[config.mk]
export PLATFORM = sky130hd
export DESIGN_NAME = vpu_cmd_dispatch
export DESIGN_NICKNAME = d
export VERILOG_FILES = /design/src/rtl/vpu_pkg.sv /design/src/rtl/vpu_cmd_fifo.sv /design/src/rtl/vpu_cmd_dispatch.sv
export SDC_FILE = /design/constraint.sdc
export NUM_CORES = 1
export LEC_CHECK = 0
export CAP_MARGIN = 40
export CORE_UTILIZATION = 40
export DETAILED_ROUTE_END_ITERATION = 12
export MAX_ROUTING_LAYER = met4
export PLACE_DENSITY = 0.69
export SYNTH_ARGS = -nofsm -noshare
export SYNTH_HDL_FRONTEND = slang
export SYNTH_SLANG_ARGS = --single-unit
[constraint.sdc]
create_clock -name clk -period 2.1 [get_ports clk]
set_clock_uncertainty 0.1 [all_clocks]
set_input_delay 0.525 -clock clk [delete_from_list [all_inputs] [get_ports clk]]
set_output_delay 0.525 -clock clk [all_outputs]
set_load 0.02 [all_outputs]
[src/rtl/vpu_pkg.sv]
// Shared types for the VPU command dispatcher: the command word and the dispatch FSM states.
package vpu_pkg;

    localparam int OPCODE_W = 4;
    localparam int ADDR_W   = 8;
    localparam int DELAY_W  = 4;

    typedef struct packed {
        logic [OPCODE_W-1:0] opcode;
        logic [ADDR_W-1:0]   src0;
        logic [ADDR_W-1:0]   src1;
        logic [ADDR_W-1:0]   src2;
        logic [ADDR_W-1:0]   dst;
        logic [DELAY_W-1:0]  delay;
    } vpu_cmd_t;

    typedef enum logic [1:0] {
        S_IDLE,
        S_ISSUE,
        S_WAIT_DONE,
        S_CPL
    } dispatch_state_e;

endpackage

[src/rtl/vpu_cmd_fifo.sv]
// Synchronous first-word-fall-through FIFO with an explicit occupancy counter.
module vpu_cmd_fifo #(
    parameter int WIDTH = 8,
    parameter int DEPTH = 4,
    localparam int PTR_W = $clog2(DEPTH),
    localparam int CNT_W = $clog2(DEPTH) + 1
) (
    input  logic             clk,
    input  logic             rst_n,
    input  logic             push_i,
    input  logic [WIDTH-1:0] data_i,
    input  logic             pop_i,
    output logic [WIDTH-1:0] data_o,
    output logic [CNT_W-1:0] count_o,
    output logic             full_o,
    output logic             empty_o
);

    logic [WIDTH-1:0] mem_q [DEPTH];
    logic [PTR_W-1:0] wrPtr_q;
    logic [PTR_W-1:0] rdPtr_q;
    logic [CNT_W-1:0] count_q;
    logic             doPush;
    logic             doPop;

    // Guard both ports so a stray request can never corrupt the pointers.
    assign doPush = push_i && !full_o;
    assign doPop  = pop_i && !empty_o;

    always_ff @(posedge clk or negedge rst_n) begin
        if (!rst_n) begin
            wrPtr_q <= '0;
            rdPtr_q <= '0;
            count_q <= '0;
        end else begin
            if (doPush) wrPtr_q <= wrPtr_q + 1'b1;
            if (doPop)  rdPtr_q <= rdPtr_q + 1'b1;
            case ({doPush, doPop})
                2'b10:   count_q <= count_q + 1'b1;
                2'b01:   count_q <= count_q - 1'b1;
                default: count_q <= count_q;
            endcase
        end
    end

    always_ff @(posedge clk) begin
        if (doPush) mem_q[wrPtr_q] <= data_i;
    end

    assign data_o  = mem_q[rdPtr_q];
    assign count_o = count_q;
    assign full_o  = (count_q == CNT_W'(DEPTH));
    assign empty_o = (count_q == '0);

endmodule

[src/rtl/vpu_cmd_dispatch.sv]
// Queues host commands and issues them one at a time to the VPU, returning each tag on completion.
module vpu_cmd_dispatch
    import vpu_pkg::*;
#(
    parameter int FIFO_DEPTH = 4,
    parameter int TAG_W      = 4
) (
    input  logic                      clk,
    input  logic                      rst_n,
    input  logic                      host_valid_i,
    output logic                      host_ready_o,
    input  vpu_cmd_t                  host_cmd_i,
    input  logic [TAG_W-1:0]          host_tag_i,
    output logic                      vpu_req_valid_o,
    input  logic                      vpu_req_ready_i,
    output vpu_cmd_t                  vpu_req_cmd_o,
    input  logic                      vpu_done_i,
    output logic                      cpl_valid_o,
    output logic [TAG_W-1:0]          cpl_tag_o,
    input  logic                      cpl_ready_i,
    output logic [$clog2(FIFO_DEPTH):0] fifo_cnt_o,
    output logic                      busy_o,
    output logic                      err_o
);

    localparam int ENTRY_W = $bits(vpu_cmd_t) + TAG_W;

    dispatch_state_e    state_q;
    logic               reqValid_q;
    vpu_cmd_t           cmd_q;
    logic [TAG_W-1:0]   tag_q;
    logic               cplValid_q;
    logic [TAG_W-1:0]   cplTag_q;
    logic               err_q;

    logic [ENTRY_W-1:0] fifoData;
    vpu_cmd_t           fifoCmd;
    logic [TAG_W-1:0]   fifoTag;
    logic               fifoFull;
    logic               fifoEmpty;
    logic               pop;

    vpu_cmd_fifo #(
        .WIDTH (ENTRY_W),
        .DEPTH (FIFO_DEPTH)
    ) u_fifo (
        .clk     (clk),
        .rst_n   (rst_n),
        .push_i  (host_valid_i && host_ready_o),
        .data_i  ({host_cmd_i, host_tag_i}),
        .pop_i   (pop),
        .data_o  (fifoData),
        .count_o (fifo_cnt_o),
        .full_o  (fifoFull),
        .empty_o (fifoEmpty)
    );

    assign {fifoCmd, fifoTag} = fifoData;

    // The head moves into the issue register from IDLE, or straight from CPL as the completion is taken.
    assign pop = !fifoEmpty &&
                 ((state_q == S_IDLE) || ((state_q == S_CPL) && cpl_ready_i));

    always_ff @(posedge clk or negedge rst_n) begin
        if (!rst_n) begin
            state_q    <= S_IDLE;
            reqValid_q <= 1'b0;
            cmd_q      <= '0;
            tag_q      <= '0;
            cplValid_q <= 1'b0;
            cplTag_q   <= '0;
            err_q      <= 1'b0;
        end else begin
            if (vpu_done_i && (state_q != S_WAIT_DONE)) err_q <= 1'b1;
            case (state_q)
                S_IDLE: begin
                    if (pop) begin
                        cmd_q      <= fifoCmd;
                        tag_q      <= fifoTag;
                        reqValid_q <= 1'b1;
                        state_q    <= S_ISSUE;
                    end
                end
                S_ISSUE: begin
                    if (vpu_req_ready_i) begin
                        reqValid_q <= 1'b0;
                        state_q    <= S_WAIT_DONE;
                    end
                end
                S_WAIT_DONE: begin
                    if (vpu_done_i) begin
                        cplValid_q <= 1'b1;
                        cplTag_q   <= tag_q;
                        state_q    <= S_CPL;
                    end
                end
                S_CPL: begin
                    if (cpl_ready_i) begin
                        cplValid_q <= 1'b0;
                        if (pop) begin
                            cmd_q      <= fifoCmd;
                            tag_q      <= fifoTag;
                            reqValid_q <= 1'b1;
                            state_q    <= S_ISSUE;
                        end else begin
                            state_q    <= S_IDLE;
                        end
                    end
                end
                default: state_q <= S_IDLE;
            endcase
        end
    end

    assign host_ready_o    = !fifoFull;
    assign vpu_req_valid_o = reqValid_q;
    assign vpu_req_cmd_o   = cmd_q;
    assign cpl_valid_o     = cplValid_q;
    assign cpl_tag_o       = cplTag_q;
    assign err_o           = err_q;
    assign busy_o          = !fifoEmpty || (state_q != S_IDLE);

endmodule

==> metrics.txt, run 1 <==
status finished with violations; failing checks negative setup slack; met2 usage 0.2541; first-pass iteration count of the detailed router 4; drt drc 0; Setup violations, final 3; Total Wirelength about 17 mm; worst reg-to-reg path cell count 10; dpl hpwl 10.46 mm; Port Buffer Count 101; clock-pin transition on the worst setup and hold timing paths around 60 ps; met3 usage 0.02620; Max Cap Viol 0; root buffer cell clkbuf_16; CTS Buf Count 24; RSZ-0062 raised after global routing true; post-synthesis cell type count 29; Synth Area in Compound Gates 0.005497; num rows 54; GR Util All Layers 0.1572; leading cell types in the layout, fill and taps excluded edfxtp_1 (176), dfrtp_1 (56), mux2_2 (49), clkdlybuf4s50_1 (49), mux4_2 (38); largest net degree at the start of global routing 39; Ports between 100 and 150; fin crit period 2352 ps; worst-skew pair later-pin latency around 500 ps; CTS tree done; area grow syn2layout 29.54%; Syn Nets between 400 and 500; Arr. time, crit path roughly 1700 ps; synthesized cell area ~0.009 mm²; Final nets just over 600; ys flop type edfxtp_1; most common cell after layout, fill and taps aside edfxtp_1; area of the multi-input gates just over 0.002 mm²; Min-Delay Endpoint err_o; CTS Buffer Depth 3; GRT Residual Overflow 0; die width 151.0 µm; Slew @ Worst Pin about 370 ps; FF-to-FF End u_fifo.count_o[2]; core region area around 0.022 mm²; die height 151.0 µm; Ant. Diodes 0; largest area contributor in the netlist edfxtp_1; fin util 0.5269; mux cell area share after synthesis 0.1804; Sink Count between 200 and 250; vias per std cell just over 5; first-pass GRT wire length about 26 mm; Most Crowded Layer GR met2; Critical Path RT 1470 ps; reg-to-reg slack, setup -30 ps; Crit Path Max Fanout 2; combinational family with the most area after synthesis multiplexers; H-tree lvl count 1; ANT nets after route 0; final worst setup slack -252.4 ps; initial antenna violation count 0; Post-Synth Simple-Gate Area 0.01283; kind of critical path flip-flop to output pin; Yosys reg bits about 240; Synth Area in XOR/XNOR 0.005920; Final Hold Viols 0; sequential fraction of the synthesis area 0.7645; EDFF count, synth around 180; CP startpoint state_q[1]; grt met1 use 0.2087; Reg2Reg Launch Point state_q[1]; detailed router's first-iteration violation count 150; Die Area around 0.023 mm²; Placer Congestion slightly above 0.8; fillcell total 1,723; Yosys warnings 0; crit path capture type output pin; maximum vdd drop a little over 0.7 mV; adder and majority cell fraction of the synthesized area 0.01635; fraction of the cycle the final worst path needs 1.120; top-area cell type share of the netlist area 0.5953; highest clock rate between 400 and 500 MHz; pre-CTS setup slack -323.2 ps; fin. max-slew vios 0; synth top area cells edfxtp_1 (60%), dfrtp_1 (17%), mux4_2 (9.6%), mux2_2 (6.3%), mux4_1 (1.8%); Max-slew headroom 0.7543; share of cells above drive strength 1 0.3397; power per cell area about 1500 mW/mm²; ys async rst share 0.2542; Worst setup SP type flip-flop; Synth Instances approximately 400; FF/Latch Area roughly 0.0068 mm²; Initial Util 0.4068; vias after detailed routing 4,318; leakage dissipation about 4.3 nW; mean routed wirelength per cell around 20 µm; Avg Cell Area, Syn 22.25 µm²; hold path depth 1; vias in the first global route between 4,000 and 5,000; worst hold path class flip-flop to flip-flop; Hold Crit Start err_o
-- state kept, by name, summed over array words and instances, names as in the netlist, 2 cells and up --
| register | flops |
|---|---|
| u_fifo.count_o | 3 |
| u_fifo.rdPtr_q | 2 |
| vpu_req_cmd_o | 40 |
| cpl_tag_o | 4 |
| tag_q | 4 |
| state_q | 2 |
| u_fifo.wrPtr_q | 2 |
| u_fifo.mem_q | 176 |
-- through the flow --
step | setup TNS [ps] | cells | power (mW) | instance area [µm²] | hold slack, ps
after global placement | -4313 | 801 | 13.27 | 10580 | 341.3
final | -306.2 | 854 | 17.43 | 11500 | 362.5
after detailed placement | -4795 | 801 | 13.47 | 10580 | 362.2
after global routing | -1468 | 854 | 18.34 | 11500 | 405.1
after floorplan | 0 | 399 | 10.82 | 8887 | 129.4
after CTS | -250.3 | 851 | 17.59 | 11410 | 372.0
-- power breakdown --
part	internal, mW	total (mW)	switching (mW)
registers	6.42	6.90	0.477
logic	3.33	6.37	3.05
clock network	2.49	4.16	1.67
-- repair_timing --
item / in CTS / in global routing
setup endpoints to repair: 39 / 18
pin swaps: 11 / 6
resized for setup: 60 / 21
endpoints found under the hold margin: 22 / 0
setup buffers: 7 / 3
hold buffers: 1 / 0
-- area by class of cell --
type / instances / share of cell area
Tap cell: 280 / 0.03046
Clock buffer: 32 / 0.05843
Sequential cell: 236 / 0.5908
Timing Repair Buffer: 145 / 0.1309
Multi-Input combinational cell: 143 / 0.1777
Inverter: 6 / 0.001958
Clock inverter: 12 / 0.009792
-- how the worst max path moves through the flow --
| stage | to | slack, ps |
|---|---|---|
| after floorplan | u_fifo.count_o[2] | 10 |
| after global placement | u_fifo.count_o[2] | -280 |
| after detailed placement | u_fifo.count_o[2] | -320 |
| after CTS | busy_o | -250 |
| after global routing | busy_o | -290 |
| final | busy_o | -250 |
-- synth_stat cells (3+ instances only) --
master	n
buf_6	5
a21oi_1	6
dfrtp_1	60
and3_1	5
mux4_2	38
edfxtp_1	176
nand2_1	5
xnor2_1	4
nand2b_1	3
mux4_1	6
mux2_2	50
nor2_1	3
inv_1	6
buf_4	4
ha_1	10
clkbuf_1	4
-- worst max-delay path, cell delays in order, from the launching register on --
cell     delay, ps
dfrtp_1        410
inv_2           90
ha_4           130
or4b_4         460
buf_6          150
-- logic make-up (layout without fill, tap and decap cells) --
logic type | count (synthesis) | count (layout)
muxes | 96 | 96
buffers and inverters | 20 | 195
DFF | 236 | 236
xor gates and xnor gates | 6 | 6
AOI/OAI and AO/OA | 9 | 9
and+or+nand+nor | 21 | 21
adders and majority gates | 11 | 11
-- metal layers --
metal  up-vias  part of all wire
li1       1916                 -
met1      2278              0.45
met2        96              0.49
met3        28             0.043
met4         0             0.015
met5         -                 0
Note: power is estimated with default switching activity, not from simulation.
==> run 2: changes to the inputs <==
--- a/config.mk
+++ b/config.mk
@@ -13,3 +13,4 @@
 export SYNTH_ARGS = -nofsm -noshare
 export SYNTH_HDL_FRONTEND = slang
 export SYNTH_SLANG_ARGS = --single-unit
+export TNS_END_PERCENT = 50
==> run 2 against run 1 <==
  * The flow still finishes with violations (negative setup slack)
  * Clock power up 3%
  * Sequential share of layout area down 0.099 points
  * Register-to-register slack worse by 30 ps
  * Highest routed layer unchanged
  * Hold slack worse by 14 ps
  * Final cell count down 0.35%
  * Non-clock buffer count down 4
  * Final area up 0.13%
==> metrics.txt, run 2 (synthesis gave the netlist of run 1 again) <==
Crit Path Max Fanout 2; Most Crowded Layer GR met2; Sink Count between 200 and 250; Max Cap Viol 0; Final nets ~600; Port Buffer Count 101; Final Hold Viols 0; vias in the first global route approximately 4,600; fillcell total 1,712; first-pass iteration count of the detailed router 4; crit path cell chain inv_2 -> ha_4 -> or4b_4 -> buf_6; share of cells above drive strength 1 0.3187; Total Wirelength between 15 and 20 mm; Die Area around 0.023 mm²; slowest CP cell or4b_4; num rows 54; Setup violations, final 4; status finished with violations; maximum vdd drop 0.9332 mV; most common cell after layout, fill and taps aside edfxtp_1; dpl hpwl 10.30 mm; met3 usage 0.03133; Worst setup SP type flip-flop; hold slack between 300 and 400 ps; initial antenna violation count 0; root buffer cell clkbuf_16; leading cell types in the layout, fill and taps excluded edfxtp_1 (176), dfrtp_1 (58), clkdlybuf4s50_1 (48), dlygate4sd2_1 (41), mux4_2 (38); grt met1 use 0.2033; vias after detailed routing 4,310; final worst setup slack -242.3 ps; WP buf/inv 2; fin crit period 2342 ps; Initial Util 0.4068; Critical Path RT 1470 ps; mean routed wirelength per cell 19.95 µm; area grow syn2layout 29.71%; Int Power about 12 mW; power per cell area 1539 mW/mm²; Most flops, register u_fifo.mem_q; die height 151.0 µm; RSZ-0062 raised after global routing true; worst hold path class flip-flop to flip-flop; first-pass GRT wire length between 20 and 30 mm; P_sw ~5.2 mW; GRT Residual Overflow 0; drt drc 0; failing checks negative setup slack; Power Total ~18 mW; Reg power frac 0.390; leakage dissipation around 4.3 nW; Slew @ Worst Pin 492.0 ps; Placer Congestion approximately 0.80; clock-pin transition on the worst setup and hold timing paths ~50 ps; vias per std cell slightly above 5; crit path capture type output pin; core region area between 0.02 and 0.025 mm²; Comb pwr share 0.368; Max-slew headroom 0.6720; H-tree lvl count 1; fin. max-slew vios 0; CTS tree done; switching share of total power 0.2952; Ant. Diodes 0; slowest cell delay on critical path 470 ps; die width 151.0 µm; highest clock rate ~430 MHz; clock network fraction of total power 0.242; CTS Buf Count 25; delay-heaviest family, CP simple AND/OR/NAND/NOR gates; GR Util All Layers 0.1566; Arr. time, crit path approximately 1700 ps; max reg flops around 180; worst-skew pair later-pin latency approximately 500 ps; met2 usage 0.2557; kind of critical path flip-flop to output pin; Ports just over 100; CTS Buffer Depth 3; largest net degree at the start of global routing 33; fraction of the cycle the final worst path needs 1.115; detailed router's first-iteration violation count 203; ANT nets after route 0
## run 2: cell count changes in the layout (fill, tap and decap cells not counted), moves of 3 or more
cell and delta:
buf_4 -3, clkbuf_1 +3, clkinv_1 +3, clkinv_2 -4, dlygate4sd2_1 +6, dlymetal6s2s_1 -5
mux2_2 -21, mux2_4 +21
## run 2: through the flow
stage | setup WS [ps] | instances | TNS (ps) | instance area [µm²] | util
after floorplan | -386.1 | 399 | -17200 | 8881 | -
after global placement | -260.9 | 800 | -4193 | 10560 | 0.4840
after detailed placement | -266.7 | 800 | -5181 | 10560 | 0.4840
after CTS | -250.4 | 849 | -250.4 | 11380 | 0.5214
after global routing | -296.9 | 851 | -2466 | 11510 | 0.5276
final | -242.3 | 851 | -363.4 | 11510 | 0.5276
## run 2: metal layers
| layer | vias up | share of wire |
|---|---|---|
| met1 | 2276 | 0.44 |
| met4 | 0 | 0.015 |
| met3 | 30 | 0.049 |
| met5 | - | 0 |
| li1 | 1910 | - |
| met2 | 94 | 0.50 |
## run 2: layout make-up
class,count,area [µm²],area share
Sequential cell,236,6792,0.5898
Multi-Input combinational cell,143,2103,0.1827
Timing Repair Buffer,141,1445,0.1255
Clock buffer,35,683.2,0.05933
Tap cell,280,350.3,0.03042
Clock inverter,10,118.9,0.01032
Inverter,6,22.52,0.001956
## run 2: path summary, 6_finish.rpt
path | startpoint | end | slack (ps) | depth (start not counted)
worst max register to register | state_q[0] | u_fifo.count_o[2] | -60 | 10
min in group asynchronous | rst_n | vpu_req_cmd_o[22] | 430 | 2
worst max-delay path | state_q[0] | busy_o | -240 | 4
max in group asynchronous | rst_n | vpu_req_cmd_o[0] | 940 | 3
worst min-delay path | err_o | err_o | 350 | 1
worst min register to register | err_o | err_o | 350 | 1
## run 2: worst register-to-register path: stages (launching register included)
cell	delay [ps]
dfrtp_1	390
buf_4	140
buf_4	140
ha_4	160
a21oi_2	140
nor2_2	70
ha_2	210
fa_2	330
xnor2_1	130
nor2_1	120
xor2_1	160
## run 2: power by group through the flow
stage | clock (mW) | combinational [mW] | sequential [mW]
finish | 4.28 | 6.52 | 6.91
global route | 4.54 | 7.01 | 7.04
floorplan | 0 | 3.32 | 7.49
detailed placement | 0 | 6.46 | 7.01
CTS | 4.38 | 6.28 | 6.92
global placement | 0 | 6.33 | 6.94
## run 2: repair_timing
action,4_1_cts,5_1_grt
hold buffers,1,0
hold endpoints to repair,30,0
pin swaps,9,6
endpoints found under the setup margin,45,13
resized for setup,61,36
setup buffers,4,3
==> run 3: changes to the inputs <==
--- a/config.mk
+++ b/config.mk
@@ -8,8 +8,10 @@
 export CAP_MARGIN = 40
 export CORE_UTILIZATION = 40
 export DETAILED_ROUTE_END_ITERATION = 12
+export GPL_ROUTABILITY_DRIVEN = 0
 export MAX_ROUTING_LAYER = met4
 export PLACE_DENSITY = 0.69
+export RECOVER_POWER = 25
 export SYNTH_ARGS = -nofsm -noshare
 export SYNTH_HDL_FRONTEND = slang
 export SYNTH_SLANG_ARGS = --single-unit
==> run 3 against run 2 <==
  * The run still ends with negative setup slack left
  * Non-clock buffer count is the same
  * Register-to-register slack about the same
  * Critical path type unchanged
  * Power decreased by 0.19%
  * Via count is 0.49% lower
  * First-iteration DRC count fell by 19%
  * Sequential power about the same
  * Clock power about the same
  * Flip-flop and latch count unchanged
  * Combinational power barely moved
  * Hold slack about the same
  * Wire length is 0.61% lower
  * Final area about the same
==> metrics.txt, run 3 (synthesis gave the netlist of run 1 again) <==
vias after detailed routing around 4,300; Max Cap Viol 0; drt drc 0; Initial Util 0.4068; RSZ-0062 raised after global routing true; number of placed cells counting well taps 800; Reg power frac 0.391; Int Power ~12 mW; highest clock rate 427.1 MHz; share of cells above drive strength 1 0.3187; fraction of the cycle the final worst path needs 1.115; Port Buffer Count roughly 100; maximum vdd drop slightly above 0.9 mV; fin crit period between 2000 and 2500 ps; leading cell types in the layout, fill and taps excluded edfxtp_1 (176), dfrtp_1 (58), dlygate4sd2_1 (41), mux4_2 (38), dlygate4sd3_1 (31); crit path capture type output pin; Post-Layout Cell Count around 850; Comb pwr share 0.368; Die Area 0.02279 mm²; GR Util All Layers 0.1566; CTS Buffer Depth 3; P_sw ~5.2 mW; root buffer cell clkbuf_16; fin. max-slew vios 0; Setup violations, final 3; core region area approximately 0.022 mm²; hold path depth 1; Slew @ Worst Pin 486.7 ps; vias per std cell 5.028; Arr. time, crit path ~1700 ps; dpl cell area 0.01056 mm²; kind of critical path flip-flop to output pin; GRT Residual Overflow 0; mean routed wirelength per cell a little under 20 µm; area of the multi-input gates between 0.002 and 0.0025 mm²; num rows 54; failing checks negative setup slack; FF/Latch Area between 0.006 and 0.007 mm²; final worst setup slack -241.4 ps; Final Hold Viols 0; Power Total roughly 18 mW; switching share of total power 0.2945; largest net degree at the start of global routing 33; die height ~150 µm; Total Wirelength 16.87 mm; die width 151.0 µm; Total Neg Setup Slack -360.7 ps; initial antenna violation count 2; hold slack ~350 ps; vias in the first global route roughly 4,600; Critical Path RT between 1000 and 1500 ps; max reg flops between 150 and 200; Crit Path Max Fanout 2; clock-pin transition on the worst setup and hold timing paths around 50 ps; power per cell area ~1500 mW/mm²; worst-skew pair later-pin latency about 500 ps; first-pass iteration count of the detailed router 4; detailed router's first-iteration violation count between 150 and 200; clock network fraction of total power 0.241; Most flops, register u_fifo.mem_q; dpl hpwl between 10 and 15 mm; Max-slew headroom 0.6756; Sink Count 236; H-tree lvl count 1; Ports between 100 and 150; area grow syn2layout 29.77%; most common cell after layout, fill and taps aside edfxtp_1; worst hold path class flip-flop to flip-flop; Final Instance Area approximately 0.012 mm²; worst reg-to-reg path cell count 10; status finished with violations; Worst setup SP type flip-flop; CTS tree done; CTS Buf Count 25; ANT nets after route 0; fillcell total 1,710; leakage dissipation around 4.3 nW; Final nets about 610; first-pass GRT wire length approximately 26 mm
run 3: cell count changes in the layout (fill, tap and decap cells not counted):
cell | previous run | this run
clkdlybuf4s50_1 | 48 | 18
diode_2 | 0 | 2
dlygate4sd3_1 | 1 | 31
run 3: area by class of cell:
type / instances / share of cell area
Sequential cell: 236 / 0.5896
Timing Repair Buffer: 141 / 0.1254
Clock inverter: 10 / 0.01032
Tap cell: 280 / 0.03041
Antenna cell: 2 / 0.0004345
Clock buffer: 35 / 0.05930
Inverter: 6 / 0.001955
Multi-Input combinational cell: 143 / 0.1826
run 3: metrics by stage:
step	utilization	setup WS, ps
2_1_floorplan	-	-386.1
3_3_place_gp	0.4840	-260.9
3_5_place_dp	0.4840	-266.7
4_1_cts	0.5214	-250.4
5_1_grt	0.5279	-296.9
6_report	0.5279	-241.4
run 3: timing repair:
action / 4_1_cts / 5_1_grt
pin swaps: 9 / 6
hold buffers: 1 / 0
gates resized for setup: 61 / 36
hold endpoints to repair: 30 / 0
buffers inserted: 4 / 3
gates cloned: 0 / 0
endpoints found under the setup margin: 45 / 13
run 3: final timing paths:
check	end	slack [ps]	from
hold / removal	err_o	350	err_o
max in group asynchronous	vpu_req_cmd_o[0]	950	rst_n
min in group asynchronous	vpu_req_cmd_o[22]	430	rst_n
setup / recovery	busy_o	-240	state_q[0]
setup reg to reg	u_fifo.count_o[2]	-60	state_q[0]
hold reg to reg	err_o	350	err_o
run 3: worst max-delay path, stage by stage (launching register included):
cell,delay (ps)
dfrtp_1,390
inv_2,90
ha_4,130
or4b_4,470
buf_6,150
run 3: per-layer routing:
metal	part of all wire	track usage	vias to the layer above
li1	-	-	1916
met1	0.44	0.2033	2246
met2	0.50	0.2557	97
met3	0.050	0.03133	30
met4	0.015	0.03500	0
met5	0	-	-
run 3: power groups by stage:
stage	combinational (mW)	sequential, mW	clock (mW)
2_1_floorplan	3.32	7.49	0
3_3_place_gp	6.33	6.94	0
3_5_place_dp	6.46	7.01	0
4_1_cts	6.28	6.92	4.38
5_1_grt	7.00	7.04	4.54
6_report	6.50	6.91	4.27
